`config.mk`:
```
export PLATFORM = sky130hd
export DESIGN_NAME = clock_set_ctrl_flat
export DESIGN_NICKNAME = d
export VERILOG_FILES = /design/src/rtl/clock_set_ctrl_pkg.sv /design/src/rtl/clock_set_ctrl_if.sv /design/src/rtl/clock_set_ctrl_debounce.sv /design/src/rtl/clock_set_ctrl.sv /design/src/flat_wrapper.sv
export SDC_FILE = /design/constraint.sdc
export NUM_CORES = 1
export LEC_CHECK = 0
export ABC_AREA = 1
export CORE_MARGIN = 2
export CORE_UTILIZATION = 35
export DETAILED_ROUTE_END_ITERATION = 12
export HOLD_SLACK_MARGIN = 0.08
export PLACE_DENSITY = 0.56
export SETUP_SLACK_MARGIN = 0.3
export SYNTH_ARGS = -nofsm -noshare
export SYNTH_HDL_FRONTEND = slang
export SYNTH_HIERARCHICAL = 1
export SYNTH_SLANG_ARGS = --single-unit
```
`constraint.sdc`:
```
create_clock -name clk -period 1.4 [get_ports clk]
set_clock_uncertainty 0.1 [all_clocks]
set_input_delay 0.35 -clock clk [delete_from_list [all_inputs] [get_ports clk]]
set_output_delay 0.35 -clock clk [all_outputs]
set_load 0.02 [all_outputs]
```
`src/rtl/clock_set_ctrl_pkg.sv`:
```
// Shared types and constants for the clock-setting controller: mode encoding,
// digit indices (same order the scanner and counters use) and button indices.
package clock_set_ctrl_pkg;

  typedef enum logic [1:0] {
    ModeRun     = 2'd0,
    ModeSetHour = 2'd1,
    ModeSetMin  = 2'd2,
    ModeSetSec  = 2'd3
  } mode_e;

  localparam int unsigned NumDigits = 6;
  localparam int unsigned DigSec1   = 0;
  localparam int unsigned DigSec10  = 1;
  localparam int unsigned DigMin1   = 2;
  localparam int unsigned DigMin10  = 3;
  localparam int unsigned DigHr1    = 4;
  localparam int unsigned DigHr10   = 5;

  localparam int unsigned NumBtns = 3;
  localparam int unsigned BtnMode = 0;
  localparam int unsigned BtnUp   = 1;
  localparam int unsigned BtnClr  = 2;

  // Digit pair that belongs to the field being edited in a given mode.
  function automatic logic [NumDigits-1:0] blank_mask(mode_e m);
    logic [NumDigits-1:0] mask;
    mask = '0;
    unique case (m)
      ModeSetHour: begin
        mask[DigHr10] = 1'b1;
        mask[DigHr1]  = 1'b1;
      end
      ModeSetMin: begin
        mask[DigMin10] = 1'b1;
        mask[DigMin1]  = 1'b1;
      end
      ModeSetSec: begin
        mask[DigSec10] = 1'b1;
        mask[DigSec1]  = 1'b1;
      end
      default: ;
    endcase
    return mask;
  endfunction

endpackage

```
`src/rtl/clock_set_ctrl_if.sv`:
```
// Board-side bundle of the clock-setting controller: raw buttons in, run gate,
// counter pulses, blink mask and current mode out.
interface clock_set_ctrl_if;
  logic       btn_mode;
  logic       btn_up;
  logic       btn_clr;
  logic       run_en;
  logic       inc_hour;
  logic       inc_min;
  logic       inc_sec;
  logic       clr_sec;
  logic [5:0] digit_blank;
  logic [1:0] mode;

  modport master (
    input  btn_mode, btn_up, btn_clr,
    output run_en, inc_hour, inc_min, inc_sec, clr_sec, digit_blank, mode
  );

  modport slave (
    output btn_mode, btn_up, btn_clr,
    input  run_en, inc_hour, inc_min, inc_sec, clr_sec, digit_blank, mode
  );
endinterface

```
`src/rtl/clock_set_ctrl_debounce.sv`:
```
// One push-button conditioner: 2-FF synchronizer followed by a debouncer whose
// level only follows the synced input after DEBOUNCE_CYC consecutive disagreeing cycles.
module clock_set_ctrl_debounce #(
  parameter int unsigned DEBOUNCE_CYC = 20
) (
  input  logic clk,
  input  logic rst,
  input  logic btn_i,
  output logic level_o
);

  localparam int unsigned CntW = (DEBOUNCE_CYC > 1) ? $clog2(DEBOUNCE_CYC) : 1;

  logic [1:0]      sync_q, sync_d;
  logic [CntW-1:0] cnt_q, cnt_d;
  logic            level_q, level_d;

  always_comb begin
    sync_d  = {sync_q[0], btn_i};
    cnt_d   = '0;
    level_d = level_q;
    // Any agreeing sample restarts the run, so only an unbroken run is accepted.
    if (sync_q[1] != level_q) begin
      if (cnt_q == CntW'(DEBOUNCE_CYC - 1)) begin
        level_d = sync_q[1];
      end else begin
        cnt_d = cnt_q + 1'b1;
      end
    end
  end

  always_ff @(posedge clk) begin
    if (rst) begin
      sync_q  <= '0;
      cnt_q   <= '0;
      level_q <= 1'b0;
    end else begin
      sync_q  <= sync_d;
      cnt_q   <= cnt_d;
      level_q <= level_d;
    end
  end

  assign level_o = level_q;

endmodule

```
`src/rtl/clock_set_ctrl.sv`:
```
// Mode controller for the HH:MM:SS clock: conditions three buttons, walks the
// RUN/SET_HOUR/SET_MIN/SET_SEC cycle, emits counter pulses and the blink mask.
module clock_set_ctrl
  import clock_set_ctrl_pkg::*;
#(
  parameter int unsigned DEBOUNCE_CYC = 20,
  parameter int unsigned BLINK_HALF   = 250,
  parameter int unsigned REPEAT_DLY   = 500,
  parameter int unsigned REPEAT_RATE  = 100
) (
  input logic              clk,
  input logic              rst,
  clock_set_ctrl_if.master bus
);

  localparam int unsigned RepW   = $clog2(REPEAT_DLY + 1);
  localparam int unsigned BlinkW = (BLINK_HALF > 1) ? $clog2(BLINK_HALF) : 1;
  // Reloading here lands the next match with REPEAT_DLY exactly REPEAT_RATE cycles later.
  localparam logic [RepW-1:0] RepReload = RepW'(REPEAT_DLY - REPEAT_RATE + 1);

  logic [NumBtns-1:0] btn_raw, btn_lvl, btn_ev;
  logic [NumBtns-1:0] lvl_prev_q, lvl_prev_d;

  mode_e             mode_q, mode_d;
  logic [RepW-1:0]   rep_q, rep_d;
  logic [BlinkW-1:0] blink_cnt_q, blink_cnt_d;
  logic              phase_q, phase_d;
  logic              inc_hour_q, inc_hour_d;
  logic              inc_min_q, inc_min_d;
  logic              inc_sec_q, inc_sec_d;
  logic              clr_sec_q, clr_sec_d;
  logic              up_fire, clr_fire;

  assign btn_raw[BtnMode] = bus.btn_mode;
  assign btn_raw[BtnUp]   = bus.btn_up;
  assign btn_raw[BtnClr]  = bus.btn_clr;

  for (genvar i = 0; i < NumBtns; i++) begin : g_btn
    clock_set_ctrl_debounce #(
      .DEBOUNCE_CYC(DEBOUNCE_CYC)
    ) u_debounce (
      .clk    (clk),
      .rst    (rst),
      .btn_i  (btn_raw[i]),
      .level_o(btn_lvl[i])
    );
  end

  assign btn_ev = btn_lvl & ~lvl_prev_q;

  always_comb begin
    lvl_prev_d  = btn_lvl;
    mode_d      = mode_q;
    rep_d       = '0;
    blink_cnt_d = '0;
    phase_d     = 1'b0;
    inc_hour_d  = 1'b0;
    inc_min_d   = 1'b0;
    inc_sec_d   = 1'b0;
    clr_sec_d   = 1'b0;
    up_fire     = 1'b0;
    clr_fire    = 1'b0;

    if (btn_ev[BtnMode]) begin
      // Mode press swallows any up/clr event of the same cycle.
      case (mode_q)
        ModeRun:     mode_d = ModeSetHour;
        ModeSetHour: mode_d = ModeSetMin;
        ModeSetMin:  mode_d = ModeSetSec;
        default:     mode_d = ModeRun;
      endcase
    end else if (mode_q != ModeRun) begin
      if (btn_lvl[BtnUp]) begin
        if (btn_ev[BtnUp]) begin
          rep_d   = RepW'(1);
          up_fire = 1'b1;
        end else if (rep_q == RepW'(REPEAT_DLY)) begin
          rep_d   = RepReload;
          up_fire = 1'b1;
        end else if (rep_q != '0) begin
          rep_d = rep_q + 1'b1;
        end
      end

      clr_fire = btn_ev[BtnClr] && (mode_q == ModeSetSec);
      if (clr_fire) begin
        clr_sec_d = 1'b1;
      end else if (up_fire) begin
        unique case (mode_q)
          ModeSetHour: inc_hour_d = 1'b1;
          ModeSetMin:  inc_min_d  = 1'b1;
          ModeSetSec:  inc_sec_d  = 1'b1;
          default: ;
        endcase
      end

      if (blink_cnt_q == BlinkW'(BLINK_HALF - 1)) begin
        phase_d = ~phase_q;
      end else begin
        blink_cnt_d = blink_cnt_q + 1'b1;
        phase_d     = phase_q;
      end
    end
  end

  always_ff @(posedge clk) begin
    if (rst) begin
      lvl_prev_q  <= '0;
      mode_q      <= ModeRun;
      rep_q       <= '0;
      blink_cnt_q <= '0;
      phase_q     <= 1'b0;
      inc_hour_q  <= 1'b0;
      inc_min_q   <= 1'b0;
      inc_sec_q   <= 1'b0;
      clr_sec_q   <= 1'b0;
    end else begin
      lvl_prev_q  <= lvl_prev_d;
      mode_q      <= mode_d;
      rep_q       <= rep_d;
      blink_cnt_q <= blink_cnt_d;
      phase_q     <= phase_d;
      inc_hour_q  <= inc_hour_d;
      inc_min_q   <= inc_min_d;
      inc_sec_q   <= inc_sec_d;
      clr_sec_q   <= clr_sec_d;
    end
  end

  assign bus.run_en      = (mode_q == ModeRun);
  assign bus.mode        = mode_q;
  assign bus.digit_blank = phase_q ? blank_mask(mode_q) : '0;
  assign bus.inc_hour    = inc_hour_q;
  assign bus.inc_min     = inc_min_q;
  assign bus.inc_sec     = inc_sec_q;
  assign bus.clr_sec     = clr_sec_q;

endmodule
```
`src/flat_wrapper.sv`:
```
// flat-port wrapper written by rule: the top's interface ports become plain ports
module clock_set_ctrl_flat import clock_set_ctrl_pkg::*;
#(
  parameter int unsigned DEBOUNCE_CYC = 20,
  parameter int unsigned BLINK_HALF   = 250,
  parameter int unsigned REPEAT_DLY   = 500,
  parameter int unsigned REPEAT_RATE  = 100
)
  (clk, rst, bus_btn_mode, bus_btn_up, bus_btn_clr, bus_run_en, bus_inc_hour, bus_inc_min, bus_inc_sec, bus_clr_sec, bus_digit_blank, bus_mode);
  clock_set_ctrl_if bus_i ();
  input logic clk;
  input logic rst;
  input wire logic [$bits(bus_i.btn_mode)-1:0] bus_btn_mode;
  input wire logic [$bits(bus_i.btn_up)-1:0] bus_btn_up;
  input wire logic [$bits(bus_i.btn_clr)-1:0] bus_btn_clr;
  output wire logic [$bits(bus_i.run_en)-1:0] bus_run_en;
  output wire logic [$bits(bus_i.inc_hour)-1:0] bus_inc_hour;
  output wire logic [$bits(bus_i.inc_min)-1:0] bus_inc_min;
  output wire logic [$bits(bus_i.inc_sec)-1:0] bus_inc_sec;
  output wire logic [$bits(bus_i.clr_sec)-1:0] bus_clr_sec;
  output wire logic [$bits(bus_i.digit_blank)-1:0] bus_digit_blank;
  output wire logic [$bits(bus_i.mode)-1:0] bus_mode;
  assign bus_i.btn_mode = bus_btn_mode;
  assign bus_i.btn_up = bus_btn_up;
  assign bus_i.btn_clr = bus_btn_clr;
  assign bus_run_en = bus_i.run_en;
  assign bus_inc_hour = bus_i.inc_hour;
  assign bus_inc_min = bus_i.inc_min;
  assign bus_inc_sec = bus_i.inc_sec;
  assign bus_clr_sec = bus_i.clr_sec;
  assign bus_digit_blank = bus_i.digit_blank;
  assign bus_mode = bus_i.mode;
  clock_set_ctrl #(.DEBOUNCE_CYC(DEBOUNCE_CYC), .BLINK_HALF(BLINK_HALF), .REPEAT_DLY(REPEAT_DLY), .REPEAT_RATE(REPEAT_RATE)) u_core (.clk(clk), .rst(rst), .bus(bus_i));
endmodule
```
Word level (Yosys, flattened, before mapping)
Index checks and enable logic that the tools add are counted.
{"block": "op_classes", "mux": 17, "order_cmp": 0, "div": 0, "n_mul": 0, "n_eq_ne": 11, "n_addsub": 5, "n_reduce_logical": 16, "shift": 0, "bitwise_logic": 10}
{"cell": "2-to-1 mux 9 bit", "n": 2}
{"cell": "adder 5 x 1 -> 5 bit, second input constant", "n": 3}
{"cell": "== test 5 bit, second input constant", "n": 3}
{"cell": "OR reduction 3 bit", "n": 4}
{"cell": "2-to-1 mux 1 bit", "n": 10}
{"cell": "OR reduction 5 bit", "n": 2}
{"cell": "adder 9 x 1 -> 9 bit, second input constant", "n": 1}
{"cell": "== test 9 bit, second input constant", "n": 1}
{"cell": "nonzero test 9 bit", "n": 1}
{"cell": "adder 8 x 1 -> 8 bit, second input constant", "n": 1}
{"cell": "== test 8 bit, second input constant", "n": 1}
{"cell": "inverter 1 bit", "n": 8}
{"cell": "OR reduction 4 bit", "n": 2}
{"cell": "OR reduction 7 bit", "n": 1}
{"cell": "2-to-1 mux 2 bit", "n": 3}
{"cell": "2-to-1 mux 6 bit", "n": 1}
{"cell": "one-hot mux 2 bit (3 select lines)", "n": 1}
{"cell": "AND reduction 2 bit", "n": 3}
{"cell": "== test 2 bit, second input constant", "n": 2}
{"cell": "bitwise AND 3 bit", "n": 1}
{"cell": "inequality test 1 bit", "n": 3}
{"cell": "inverter 3 bit", "n": 1}
{"cell": "== test 2 x 1 -> 1 bit, second input constant", "n": 1}
{"cell": "logical NOT 2 bit", "n": 1}
{"cell": "2 further kinds", "n": 2}
{"block": "totals", "wordCells": 79, "latch_bits": 0, "n_memories": 0, "out_inout_bits": 13, "mem_bits_ro": 0, "mem_bits_rw": 0, "regBits": 51}

Depth between registers and ports, before layout
{"block": "depth", "depth_word": 8, "depth_mapped": 8, "depth_no_buf": 8}

By module
The synthesis kept the hierarchy.
{"module": "clock_set_ctrl", "cells_each": 179, "area_per_inst_um2": 1341.3, "instances": 1, "seq_area_each_um2": 540.5}
{"module": "clock_set_ctrl_debounce", "cells_each": 44, "area_per_inst_um2": 337.8, "instances": 3, "seq_area_each_um2": 160.2}

Worst setup path before layout
Ideal clock, no wire load.
{"block": "synth_timing", "path_kind": "register to register", "startpoint": "register u_core.mode_q[0], in the netlist u_core/bus.mode[0]", "endpoint": "register u_core.rep_q[1]", "setup_ns": 0.065, "slack_ns": -0.257, "required_time_ns": 1.235, "stages_incl_launch_ff": 8, "arrival_ns": 1.492, "synth_period_minus_slack_ns": 1.657, "cell_sequence": "dfxtp_1 -> inv_1 -> ha_1 -> nor2_2 -> nand3_2 -> nor2_2 -> nand3_2 -> nor2_1"}
{"block": "synth_via", "elab_chain_len": 3}
{"item": "from (decl)", "line_no": "clock_set_ctrl.sv:24", "rtl": "mode_e mode_q, mode_d;"}
{"item": "from (signal assigned)", "line_no": "clock_set_ctrl.sv:109", "rtl": "mode_q <= ModeRun;"}
{"item": "from (signal assigned)", "line_no": "clock_set_ctrl.sv:119", "rtl": "mode_q <= mode_d;"}
{"item": "nonzero test 2 bit", "line_no": "clock_set_ctrl.sv:72", "rtl": "end else if (mode_q != ModeRun) begin"}
{"item": "inverter 1 bit (no source line)"}
{"item": "OR reduction 7 bit (no source line)"}
{"item": "to (signal assigned)", "line_no": "clock_set_ctrl.sv:120", "rtl": "rep_q <= rep_d;"}
{"item": "to (decl)", "line_no": "clock_set_ctrl.sv:25", "rtl": "logic [RepW-1:0] rep_q, rep_d;"}
Every way passes these cells.
A chain may end at the register's enable or synchronous reset.

Final worst setup path
{"block": "layout_timing", "startpoint": "register u_core.mode_q[1], in the netlist u_core/bus.mode[1]", "endpoint": "output bus_digit_blank[4]"}
{"block": "layout_via", "elab_chain_len": 3}
{"item": "== test 2 x 1 -> 1 bit", "line_no": "clock_set_ctrl_pkg.sv:29", "rtl": "unique case (m)"}
{"item": "2-to-1 mux 2 bit", "line_no": "clock_set_ctrl_pkg.sv:29"}
{"item": "2-to-1 mux 6 bit", "line_no": "clock_set_ctrl.sv:132", "rtl": "assign bus.digit_blank = phase_q ? blank_mask(mode_q) : '0;"}
{"item": "to (decl)", "line_no": "flat_wrapper.sv:21", "rtl": "output wire logic [$bits(bus_i.digit_blank)-1:0] bus_digit_blank;"}
Every way passes these cells.

==> impl_metrics.yaml <==
outcome:
  status: "complete, but fails checks"
  violations: "negative setup slack"
routing:
  drc: 0
  ant_nets: 0
  first_pass_iters: 4
  routed_via_density: 4.40
  wire_per_inst_um: 9.88
  num_vias: 1919
  routed_wl_mm: 4.31
  drtIter0Drc: 66
floorplan:
  core_mm2: 0.00642
  start_util_pct: 36.7
  die_area_mm2: 0.00740
  die_x_um: 86.0
  fp.dieH_um: 86.0
  rows: 29
  boundaryPins: 18
yosys:
  ys_ff_latch: 51
  synth_xor_xnor_area_share_pct: 3.35
  synth_top_area_share_pct: 43.4
  synthTopCellsByArea: "dfxtp_1 43%, nor2_1 9.1%, inv_1 8.3%"
  synth_warnings: 6
  synthSimpleGateAreaFrac_pct: 32.5
  synth_seq_area_share_pct: 43.4
  synth_area_leader_cell: "dfxtp_1"
  syn_area_mm2: 0.00235
  synth.area.mux_share_pct: 0
  synthDistinctLibCells: 23
  syn_inst: 311
  syn-num-nets: 328
  synth-compound-area-share_pct: 4.52
  syn_area_per_cell_um2: 7.57
  synthAdderAreaFrac_pct: 6.38
  synth_top_family_by_area: "simple AND/OR/NAND/NOR gates"
clock_tree:
  cts_max_path_buffers: 2
  clk_pin_slew_ns: 0.09
  cts.sink_count: 51
  cts_hold_buf: 0
  htreeDepth: 2
  cts_tree: "done"
  cts-root-buf: "clkbuf_8"
  clk_latency_ns: 0.30
  cts_buffers: 5
global_route:
  grt_pass1_wl_mm: 7.47
  grt_pass1_vias: 1778
  grt_usage_pct: 12.4
  antenna_found_initial: 0
  grt_start_max_net_pins: 15
  grt.overflow.total: 0
worst_setup_path:
  crit_buf_inv: 3
  arrival_ns: 1.12
  crit_chain: "inv_4 > ha_4 > nand2_4 > inv_4 > buf_6"
  cp_slowest_cell: "dfxtp_4"
  critPathKind: "reg -> out"
  path_max_fanout: 4
  max_stage_delay_ns: 0.39
  worstPathRequired_ns: 0.95
  end_kind: "output pin"
  worstSetupStartpointType: "flip-flop"
  crit_top_cell: "inv_4"
  crit_family: "flip-flops"
power:
  power_frac_seq_pct: 62.6
  p_comb_share_pct: 2.8
  p_leak_nw: 1.21
  power.switching_mw: 0.496
  pwr-share-clk_pct: 34.7
  ir_drop_uv: 366
  switching_share_pct: 21.2
  power_density_mw_per_mm2: 721
  p_int_mw: 1.84
timing:
  fin_ws_ns: -0.168
  rsz0062_at_grt: "true"
  maxSlewHeadroom_pct: 80.4
  tightest_slew_ns: 0.293
  tns_ns: -2.60
  finalCritPeriodShare_pct: 112
  hold_ws_ns: 0.310
  max_freq_mhz: 638
  maxSlewViolCount: 0
  setup_viol: 28
  post-route-min-period_ns: 1.57
  hold_viol: 0
place:
  place_hpwl_mm: 2.89
  pre_cts_slack_ns: -0.322
  port-buffer-count: 17
  gp_congestion: 0.782
layout:
  drive_gt1_share_pct: 38.7
  nets: 375
  diodes: 0
  final_common_cell: "nand2_1"
  synthToLayoutAreaGrowth_pct: 37.5
  final_cell_mix: "45 x nand2_1, 44 x nor2_1, 42 x inv_1, 36 x dfxtp_1, 22 x buf_4"
flow_run:
  maxCapViolCount: 0
worst_hold_path:
  hold_path.class: "reg -> reg"
logic make-up after synthesis:
logic type | Yosys count
AO/OA/AOI/OAI | 20
XOR/XNOR | 9
adder cells (fa/ha/maj) | 12
buffers and inverters | 59
flip-flops | 51
AND/OR/NAND/NOR | 160
power by group through the flow:
stage / Sequential (mW) / Clock (mW) / Combinational, mW
6_report: 1.46 / 0.809 / 0.0645
5_1_grt: 1.46 / 0.917 / 0.0737
4_1_cts: 1.46 / 0.862 / 0.0640
3_5_place_dp: 1.50 / 0 / 0.0528
3_3_place_gp: 1.50 / 0 / 0.0526
2_1_floorplan: 1.50 / 0 / 0.0242
cell usage after synthesis:
master and count:
ha_1 12, nand3_1 17, o21bai_1 1, nor2_2 7, a31oi_1 1, a21oi_1 13
nor2_4 5, nand2_2 8, a21boi_0 1, nand2_1 49, nor2_1 57, nor3_2 1
inv_1 52, buf_4 3, nand4_1 8, xor2_1 4, dfxtp_1 51, nand3_2 6
xnor2_1 5, nor4_1 1, inv_2 4, o21ai_0 4, or2_0 1
stage by stage:
step	power (mW)	utilization, %	instances	instance area (µm²)
after floorplan	1.52	-	311	2490
after global placement	1.55	43.3	410	2780
after detailed placement	1.55	43.3	410	2780
after CTS	2.39	47.8	432	3070
after global routing	2.45	50.4	436	3240
final	2.33	50.4	436	3240
worst min-delay path: cells and delay by family (launching register included):
family	cells	cell delay (ns)
and+or+nand+nor	1	0.03
buffers and inverters	1	0.04
DFF	1	0.30
flip-flops by register name, indices dropped and copies added, names as in the netlist:
name / cells
u_core/g_btn.u_debounce/level_o: 3
u_core/bus.inc_hour: 1
u_core/g_btn.u_debounce/cnt_q: 15
u_core/rep_q: 9
u_core/bus.clr_sec: 1
u_core/bus.inc_min: 1
u_core/lvl_prev_q: 3
u_core/blink_cnt_q: 8
u_core/phase_q: 1
u_core/bus.mode: 2
u_core/bus.inc_sec: 1
u_core/g_btn.u_debounce/sync_q: 6
cell type report:
type                            count  area [µm²]
Clock buffer                        7        76.3
Clock inverter                      1        5.00
Fill cell                         603        3190
Inverter                           56         225
Multi-Input combinational cell    201        1390
Sequential cell                    51        1050
Tap cell                           77        96.3
Timing Repair Buffer               43         395
timing repair:
action                     in CTS  in global routing
pin swaps                      16                 11
setup endpoints to repair      64                 55
gates cloned                    0                  0
resized for setup             101                 40
buffers inserted               14                  4
path summary, 6_finish.rpt:
check	from	endpoint	slack, ns	cells after the start
worst max-delay path	u_core/bus.mode[1]$_SDFFE_PP0P_	bus_digit_blank[4]	-0.17	5
worst min-delay path	u_core/g_btn[0].u_debounce/sync_q[0]$_SDFF_PP0_	u_core/g_btn[0].u_debounce/sync_q[1]$_SDFF_PP0_	0.31	2
worst max register to register	u_core/bus.mode[1]$_SDFFE_PP0P_	u_core/rep_q[1]$_SDFF_PP0_	-0.14	8
worst min register to register	u_core/g_btn[0].u_debounce/sync_q[0]$_SDFF_PP0_	u_core/g_btn[0].u_debounce/sync_q[1]$_SDFF_PP0_	0.31	2
metal layers:
metal  routed length [µm]  GRT usage, %  share of wire, %  up-vias
met5                    0             0                 0        -
met3                  140          3.18               3.2        2
met2                 2020          20.3                47       26
met1                 2120          15.9                49      846
li1                     -             -                 -     1045
met4                   29          4.33              0.67        0
Power figures use the tool's default switching activity.
